File: src/rtl/freq_meter.sv
// Gated edge counter: counts rising edges of an asynchronous signal over GATE_CYCLES clocks.
// Optional macro FREQ_METER_LOCK_GATE_EN adds PLL-lock gating (locked_i) and an error flag (err_o).

module freq_meter #(
   parameter int unsigned GATE_CYCLES = 100000000,
   parameter int unsigned CNT_W       = 34
) (
   input  logic             clk_100MHz_i,
   input  logic             rstn_i,
   input  logic             sig_i,
   input  logic             en_i,
   input  logic             ack_i,
`ifdef FREQ_METER_LOCK_GATE_EN
   input  logic             locked_i,
   output logic             err_o,
`endif
   output logic [CNT_W-1:0] cnt_o,
   output logic             valid_o,
   output logic             ovf_o,
   output logic             busy_o
);

   localparam int unsigned   GW        = $clog2(GATE_CYCLES);
   localparam logic [GW-1:0] GATE_LAST = GW'(GATE_CYCLES - 1);

   localparam logic [1:0] StIdle = 2'd0;
   localparam logic [1:0] StArm  = 2'd1;
   localparam logic [1:0] StGate = 2'd2;
   localparam logic [1:0] StHold = 2'd3;

   logic [1:0]       state_q, state_d;
   logic             sync1_q, sync2_q, dly_q;
   logic             edge_det;
   logic [CNT_W-1:0] edge_cnt_q, edge_cnt_d, edge_cnt_nxt;
   logic             ovf_q, ovf_d, ovf_nxt;
   logic [GW-1:0]    gate_cnt_q, gate_cnt_d;
   logic [CNT_W-1:0] cnt_q, cnt_d;
   logic             valid_q, valid_d;
   logic             res_ovf_q, res_ovf_d;
   logic             lock_ok;

`ifdef FREQ_METER_LOCK_GATE_EN
   logic err_q;

   assign lock_ok = locked_i;
   assign err_o   = err_q;

   always_ff @(posedge clk_100MHz_i) begin
      if (!rstn_i) begin
         err_q <= 1'b0;
      end else if (state_q == StArm) begin
         err_q <= 1'b0;
      end else if (state_q == StGate && !locked_i) begin
         err_q <= 1'b1;
      end
   end
`else
   assign lock_ok = 1'b1;
`endif

   assign edge_det = sync2_q & ~dly_q;

   // Counter value including this cycle's edge, so the last gate cycle lands in the result.
   always_comb begin
      edge_cnt_nxt = edge_cnt_q;
      ovf_nxt      = ovf_q;
      if (edge_det) begin
         if (&edge_cnt_q) begin
            ovf_nxt = 1'b1;
         end else begin
            edge_cnt_nxt = edge_cnt_q + CNT_W'(1);
         end
      end
   end

   always_comb begin
      state_d    = state_q;
      edge_cnt_d = edge_cnt_q;
      ovf_d      = ovf_q;
      gate_cnt_d = gate_cnt_q;
      cnt_d      = cnt_q;
      valid_d    = valid_q;
      res_ovf_d  = res_ovf_q;
      unique case (state_q)
         StIdle: begin
            if (en_i && lock_ok) begin
               state_d = StArm;
            end
         end
         StArm: begin
            edge_cnt_d = '0;
            ovf_d      = 1'b0;
            gate_cnt_d = '0;
            state_d    = StGate;
         end
         StGate: begin
            edge_cnt_d = edge_cnt_nxt;
            ovf_d      = ovf_nxt;
            gate_cnt_d = gate_cnt_q + GW'(1);
            // An abort wins even on the final gate cycle: no partial result is published.
            if (!en_i || !lock_ok) begin
               state_d = StIdle;
            end else if (gate_cnt_q == GATE_LAST) begin
               cnt_d     = edge_cnt_nxt;
               res_ovf_d = ovf_nxt;
               valid_d   = 1'b1;
               state_d   = StHold;
            end
         end
         StHold: begin
            if (ack_i) begin
               valid_d = 1'b0;
               state_d = en_i ? StArm : StIdle;
            end
         end
         default: state_d = StIdle;
      endcase
   end

   always_ff @(posedge clk_100MHz_i) begin
      if (!rstn_i) begin
         state_q    <= StIdle;
         sync1_q    <= 1'b0;
         sync2_q    <= 1'b0;
         dly_q      <= 1'b0;
         edge_cnt_q <= '0;
         ovf_q      <= 1'b0;
         gate_cnt_q <= '0;
         cnt_q      <= '0;
         valid_q    <= 1'b0;
         res_ovf_q  <= 1'b0;
      end else begin
         state_q    <= state_d;
         sync1_q    <= sig_i;
         sync2_q    <= sync1_q;
         dly_q      <= sync2_q;
         edge_cnt_q <= edge_cnt_d;
         ovf_q      <= ovf_d;
         gate_cnt_q <= gate_cnt_d;
         cnt_q      <= cnt_d;
         valid_q    <= valid_d;
         res_ovf_q  <= res_ovf_d;
      end
   end

   assign cnt_o   = cnt_q;
   assign valid_o = valid_q;
   assign ovf_o   = res_ovf_q;
   assign busy_o  = (state_q == StArm) || (state_q == StGate);

endmodule
File: config.mk
export PLATFORM = sky130hd
export DESIGN_NAME = freq_meter
export DESIGN_NICKNAME = d
export VERILOG_FILES = /design/src/rtl/freq_meter.sv
export SDC_FILE = /design/constraint.sdc
export NUM_CORES = 1
export LEC_CHECK = 0
export ABC_CLOCK_PERIOD_IN_PS = 3200
export CORE_MARGIN = 3
export CORE_UTILIZATION = 55
export DETAILED_ROUTE_END_ITERATION = 12
export GPL_ROUTABILITY_DRIVEN = 0
export PLACE_DENSITY = 0.76
export SYNTH_ARGS = -nofsm -noshare
export SYNTH_HDL_FRONTEND = slang
export SYNTH_SLANG_ARGS = --single-unit
File: constraint.sdc
create_clock -name clk_100MHz_i -period 3.2 [get_ports clk_100MHz_i]
set_input_delay 0.48 -clock clk_100MHz_i [delete_from_list [all_inputs] [get_ports clk_100MHz_i]]
set_output_delay 0.48 -clock clk_100MHz_i [all_outputs]
set_load 0.01 [all_outputs]
==> results of run 1 <==
==> layout make-up <==
class,instances,share of cell area
repair buffers,54,0.0878
inverters,15,0.00973
flip-flops and latches,103,0.356
clock buffers,10,0.0238
well taps,108,0.0234
clock inverters,6,0.0115
multi-input cells,464,0.487
==> cells by family (layout without fill, tap and decap cells) <==
logic type | after synthesis | count (layout)
flip-flops | 103 | 103
multiplexers | 1 | 1
XOR/XNOR | 52 | 52
adder cells (fa/ha/maj) | 5 | 5
buffers and inverters | 53 | 85
AO/OA/AOI/OAI | 144 | 144
AND/OR/NAND/NOR | 262 | 262
==> cells in the mapped netlist, types with 3 or more instances <==
| cell | instances |
|---|---|
| or3_1 | 16 |
| dfxtp_1 | 103 |
| a41oi_1 | 6 |
| ha_1 | 5 |
| a211oi_1 | 25 |
| nor2_1 | 67 |
| xnor2_1 | 20 |
| o21ai_0 | 39 |
| xor2_1 | 32 |
| inv_1 | 15 |
| nand2_1 | 47 |
| nand3_1 | 22 |
| nor3_1 | 15 |
| and4_1 | 8 |
| and2_1 | 6 |
| clkbuf_1 | 25 |
| nand4_1 | 27 |
| a31oi_1 | 17 |
| nor2b_1 | 7 |
| o31a_1 | 5 |
| buf_2 | 8 |
| a21oi_1 | 40 |
| buf_1 | 4 |
| or2_2 | 3 |
| and3_1 | 24 |
==> stage by stage <==
step                      utilization  area, sq um  instances
final                           0.654         5780        760
after global placement          0.631         5580        744
after floorplan                     -         5080        620
after CTS                       0.654         5780        760
after global routing            0.654         5780        760
after detailed placement        0.631         5580        744
==> per-layer routing <==
metal | global-route usage | vias up | routed length [um]
met2 | 0.361 | 212 | 5290
met5 | 0 | - | 0
li1 | - | 2277 | -
met1 | 0.379 | 2154 | 5820
met3 | 0.0519 | 18 | 1200
met4 | 0.0555 | 0 | 163
==> power groups by stage <==
| stage | Combinational, mW | Sequential [mW] | Clock (mW) |
|---|---|---|---|
| 2_1_floorplan | 0.349 | 1.34 | 0 |
| 6_report | 0.546 | 1.32 | 0.845 |
| 5_1_grt | 0.599 | 1.32 | 0.914 |
| 3_5_place_dp | 0.534 | 1.35 | 0 |
| 4_1_cts | 0.535 | 1.32 | 0.864 |
| 3_3_place_gp | 0.523 | 1.35 | 0 |
==> worst max-delay path: stages (launching register included) <==
cell and delay, ns:
dfxtp_1 0.46, inv_1 0.07, ha_1 0.36, buf_4 0.30
clkdlybuf4s50_1 0.59
==> worst max path at each step <==
| stage | from | end | slack [ns] | cells past startpoint |
|---|---|---|---|---|
| floorplan | state_q[1] | gate_cnt_q[21] | 0.91 | 7 |
| global placement | en_i | cnt_o[16] | 0.72 | 8 |
| detailed placement | en_i | cnt_o[16] | 0.70 | 8 |
| CTS | state_q[1] | busy_o | 0.58 | 4 |
| global route | edge_cnt_q[5] | edge_cnt_q[21] | 0.44 | 6 |
| finish | state_q[1] | busy_o | 0.58 | 4 |
==> sequential cells by signal, indices dropped and copies added, names as in the netlist <==
signal,count
gate_cnt_q,27
ovf_q,1
valid_o,1
sync2_q,1
dly_q,1
ovf_o,1
state_q,2
sync1_q,1
cnt_o,34
edge_cnt_q,34
==> impl_metrics.py, run 1 <==
metrics = {
    "power": {
        "switchingPower_mw": 0.874,
        "p_sw_frac": 0.323,
        "power.share.clock": 0.312,
        "p_leak_nw": 1.92,
        "power.density_nw_per_um2": 468,
        "ir_drop_mv": 0.335,
        "p_total_mw": 2.71,
        "power_frac_seq": 0.487,
        "combPwrFrac": 0.201,
        "p_int_mw": 1.84,
    },
    "synth": {
        "syn_inst": 620,
        "synth-seq-area-share": 0.406,
        "synthSimpleGateAreaFrac": 0.276,
        "synth_top_area_frac": 0.406,
        "synthTopCellsByArea": "dfxtp_1 41%, xor2_1 5.5%, nor2_1 4.9%, a21oi_1 3.9%, o21ai_0 3.8%",
        "synth_flop_cell": "dfxtp_1",
        "syn_nets": 630,
        "syn_area_sq_um": 5080,
        "ys_ff_latch": 103,
        "synth_xor_area_frac": 0.0896,
        "synth-adder-area-share": 0.0123,
        "yosys_warnings": 0,
        "synth_area_leader_cell": "dfxtp_1",
        "synth_top_family_by_area": "simple AND/OR/NAND/NOR gates",
        "ys_async_sr_fraction": 0,
        "synth_cell_types": 50,
        "synth_mux_area_frac": 0.00197,
        "synth_edf_count": 0,
        "syn_avg_cell_area_sq_um": 8.20,
        "synth_compound_area_frac": 0.173,
    },
    "timing": {
        "max_freq_mhz": 382,
        "clock_skew_ns": 0.0102,
        "worst_slew_pin_slew_ns": 0.785,
        "hold_ws_ns": 0.443,
        "slew_viol_final": 0,
        "rsz0062_at_grt": "false",
        "fin_ws_ns": 0.580,
        "slew_headroom": 0.474,
        "finalCriticalPeriod_ns": 2.62,
        "hold_viol_final": 0,
        "fin_setup_tns_ns": 0,
        "period_share": 0.819,
        "setup_viol": 0,
    },
    "critical_path": {
        "reg2reg_slack_ns": 0.66,
        "r2r_end": "edge_cnt_q[29]",
        "start_kind": "flop",
        "cp.required_ns": 2.72,
        "r2r_cells": 6,
        "path_max_fanout": 21,
        "cp.arrival_ns": 2.14,
        "critPathKind": "reg2out",
        "r2r_start": "edge_cnt_q[5]",
        "end_kind": "output port",
    },
    "floorplanning": {
        "io_pins": 42,
        "start_util": 0.574,
        "dieArea_sq_um": 10400,
        "core_sq_um": 8850,
        "fp-row-count": 34,
        "die_w_um": 102,
        "die_h_um": 102,
    },
    "route": {
        "ant_nets": 0,
        "wl_um": 12500,
        "post_drt_wl_per_cell_um": 16.4,
        "vias_per_cell": 6.13,
        "dr_total_vias": 4661,
        "drt_iter0_drc": 503,
        "drtPass1Iterations": 5,
        "drc": 0,
    },
    "outcome": {
        "outcome": "complete, no violations",
    },
    "worst_hold_path": {
        "hold_end": "sync2_q",
        "worstHoldPathCells": 1,
        "hold_path.class": "reg2reg",
        "hp-start": "sync1_q",
    },
    "finish": {
        "regArea_sq_um": 2060,
        "multi_input_area_sq_um": 2820,
        "final_cell_mix": "103 x dfxtp_1, 67 x nor2_1, 47 x nand2_1",
        "antenna_cells": 0,
        "drive_gt1_frac": 0.0644,
        "layout.nets": 657,
        "nFillCells": 785,
        "final_common_cell": "dfxtp_1",
        "syn_to_final_growth_pct": 13.8,
    },
    "clock_tree": {
        "cts-resized-gates": 0,
        "path_clk_slew_ns": 0.10,
        "cts_buffers": 9,
        "root_buffer": "clkbuf_8",
        "htree_levels": 3,
        "cts_hold_buf": 0,
        "clkLatencyLatePin_ns": 0.37,
        "clock_sinks": 103,
        "clockBufferDepth": 2,
        "postCtsSetupBuffers": 0,
        "cts_tree": "yes",
    },
    "flow_run": {
        "cap_viol_max_count": 0,
    },
    "grt": {
        "grt_pass1_vias": 4218,
        "antenna_found_initial": 0,
        "grt_usage": 0.249,
        "grt_first_pass_wirelength_um": 20800,
        "grt.overflow.total": 0,
        "grt_max_degree": 39,
    },
    "placed_design": {
        "dpl_worst_slack_ns": 0.700,
        "dpl.hpwl_um": 8800,
        "place.port_buffers": 41,
    },
}
Note: power is estimated with default switching activity, not from simulation.
==> run 2: changes to the inputs <==
--- a/config.mk
+++ b/config.mk
@@ -5,7 +5,7 @@
 export SDC_FILE = /design/constraint.sdc
 export NUM_CORES = 1
 export LEC_CHECK = 0
-export ABC_CLOCK_PERIOD_IN_PS = 3200
+export ABC_CLOCK_PERIOD_IN_PS = 2550
 export CORE_MARGIN = 3
 export CORE_UTILIZATION = 55
 export DETAILED_ROUTE_END_ITERATION = 12
==> constraint.sdc (replaced) <==
create_clock -name clk_100MHz_i -period 2.55 [get_ports clk_100MHz_i]
set_input_delay 0.3825 -clock clk_100MHz_i [delete_from_list [all_inputs] [get_ports clk_100MHz_i]]
set_output_delay 0.3825 -clock clk_100MHz_i [all_outputs]
set_load 0.01 [all_outputs]
==> run 2 against run 1 <==
- count of clock-buffer cells in the layout did not move
- total power is 31% higher
- sequential share of layout area is 1.3 points lower
- hold slack gained 0.0020 ns
- cell count rose by 2.6%
- via count grew 4.0%
- critical endpoint unchanged
- largest cell class unchanged
- highest routed layer unchanged
==> impl_metrics.py, run 2 (synthesized netlist as in run 1, its figures left out) <==
metrics = {
    "timing": {
        "fin_setup_tns_ns": 0,
        "clock_skew_ns": 0.0117,
        "max_freq_mhz": 417,
        "slew_headroom": 0.647,
        "rsz0062_at_grt": "false",
        "finalCriticalPeriod_ns": 2.40,
        "period_share": 0.940,
        "setup_viol": 0,
        "worst_slew_pin_slew_ns": 0.527,
        "slew_viol_final": 0,
        "hold_viol_final": 0,
    },
    "grt": {
        "grt.overflow.total": 0,
        "grt_first_pass_wirelength_um": 21900,
        "antenna_found_initial": 0,
        "grt_max_degree": 37,
        "grt_pass1_vias": 4307,
        "grt_usage": 0.263,
    },
    "finish": {
        "syn_to_final_growth_pct": 18.1,
        "final_common_cell": "dfxtp_1",
        "layout.nets": 677,
        "final_cell_mix": "103 x dfxtp_1, 67 x nor2_1, 47 x nand2_1",
        "drive_gt1_frac": 0.0967,
        "multi_input_area_sq_um": 2830,
        "regArea_sq_um": 2060,
        "final_util": 0.678,
        "nFillCells": 791,
        "antenna_cells": 0,
        "final_cells": 780,
    },
    "critical_path": {
        "reg2reg_slack_ns": 0.17,
        "critPathKind": "reg2out",
        "start_kind": "flop",
        "end_kind": "output port",
        "r2r_start": "edge_cnt_q[0]",
        "cp.required_ns": 2.17,
        "cp.arrival_ns": 2.01,
        "r2r_cells": 7,
        "path_max_fanout": 9,
        "r2r_end": "edge_cnt_q[24]",
    },
    "floorplanning": {
        "start_util": 0.574,
        "die_h_um": 102,
        "io_pins": 42,
        "dieArea_sq_um": 10400,
        "fp-row-count": 34,
        "die_w_um": 102,
        "core_sq_um": 8850,
    },
    "worst_hold_path": {
        "hold_path.class": "reg2reg",
        "hold_end": "sync2_q",
        "worstHoldPathCells": 1,
        "hp-start": "sync1_q",
    },
    "placed_design": {
        "dpl.hpwl_um": 9650,
        "place.port_buffers": 41,
        "dp.cells": 764,
    },
    "power": {
        "ir_drop_mv": 0.362,
        "switchingPower_mw": 1.11,
        "p_sw_frac": 0.313,
        "power.share.clock": 0.330,
        "p_int_mw": 2.44,
        "combPwrFrac": 0.204,
        "power_frac_seq": 0.466,
        "power.density_nw_per_um2": 592,
        "p_leak_nw": 2.03,
    },
    "route": {
        "drtPass1Iterations": 5,
        "post_drt_wl_per_cell_um": 17.2,
        "dr_total_vias": 4848,
        "vias_per_cell": 6.22,
        "drt_iter0_drc": 472,
        "ant_nets": 0,
        "wl_um": 13400,
        "drc": 0,
    },
    "clock_tree": {
        "root_buffer": "clkbuf_8",
        "path_clk_slew_ns": 0.10,
        "clock_sinks": 103,
        "cts_tree": "yes",
        "postCtsSetupBuffers": 0,
        "clockBufferDepth": 2,
        "clkLatencyLatePin_ns": 0.37,
        "cts_buffers": 9,
        "htree_levels": 3,
    },
    "outcome": {
        "outcome": "complete, no violations",
    },
    "flow_run": {
        "cap_viol_max_count": 0,
    },
}
## run 2: cell count changes in the layout (fill, tap and decap cells not counted), sizes merged
cell | previous run | this run
bufinv | 1 | 2
buf | 13 | 33
clkinv | 2 | 1
inv | 18 | 16
clkinvlp | 0 | 2
## run 2: what timing repair did
item,in CTS,in global routing
resized for setup,0,3
setup endpoints to repair,0,8
hold buffers,0,0
hold endpoints to repair,0,0
## run 2: worst max-delay path by stage
stage,start,endpoint,cells after the start
final,state_q[1],busy_o,4
after global routing,edge_cnt_q[0],cnt_o[20],7
after CTS,edge_cnt_q[0],edge_cnt_q[24],7
after detailed placement,en_i,cnt_o[30],8
after global placement,en_i,cnt_o[9],8
after floorplan,state_q[1],gate_cnt_q[21],7
## run 2: area by class of cell
type | count | area share
Tap cell | 108 | 0.0225
Clock inverter | 6 | 0.0154
Clock buffer | 10 | 0.0229
Timing Repair Buffer | 74 | 0.114
Sequential cell | 103 | 0.344
Inverter | 15 | 0.00938
Multi-Input combinational cell | 464 | 0.472
## run 2: metal layers
| metal | track usage | share of wire |
|---|---|---|
| met2 | 0.382 | 0.42 |
| met3 | 0.0444 | 0.079 |
| met5 | 0 | 0 |
| met4 | 0.0928 | 0.020 |
| met1 | 0.393 | 0.48 |
## run 2: per-stage QoR
step | setup WS, ns | area (sq um) | hold slack, ns | power (mW)
finish | 0.154 | 6000 | 0.445 | 3.55
floorplan | 0.264 | 5080 | 0.412 | 2.12
detailed placement | 0.0651 | 5760 | 0.419 | 2.40
CTS | 0.0875 | 5990 | 0.442 | 3.56
global route | 0.00595 | 6000 | 0.447 | 3.68
global placement | 0.190 | 5760 | 0.416 | 2.38
## run 2: power by group through the flow
stage	Sequential [mW]	Clock (mW)	Combinational, mW
global placement	1.69	0	0.693
floorplan	1.69	0	0.439
global route	1.66	1.24	0.785
CTS	1.65	1.19	0.715
finish	1.65	1.17	0.726
detailed placement	1.69	0	0.711
## run 2: worst max-delay path, cell delays in order (launching register included)
cell             delay (ns)
dfxtp_1                0.46
inv_1                  0.07
ha_1                   0.36
buf_4                  0.20
clkdlybuf4s50_1        0.56
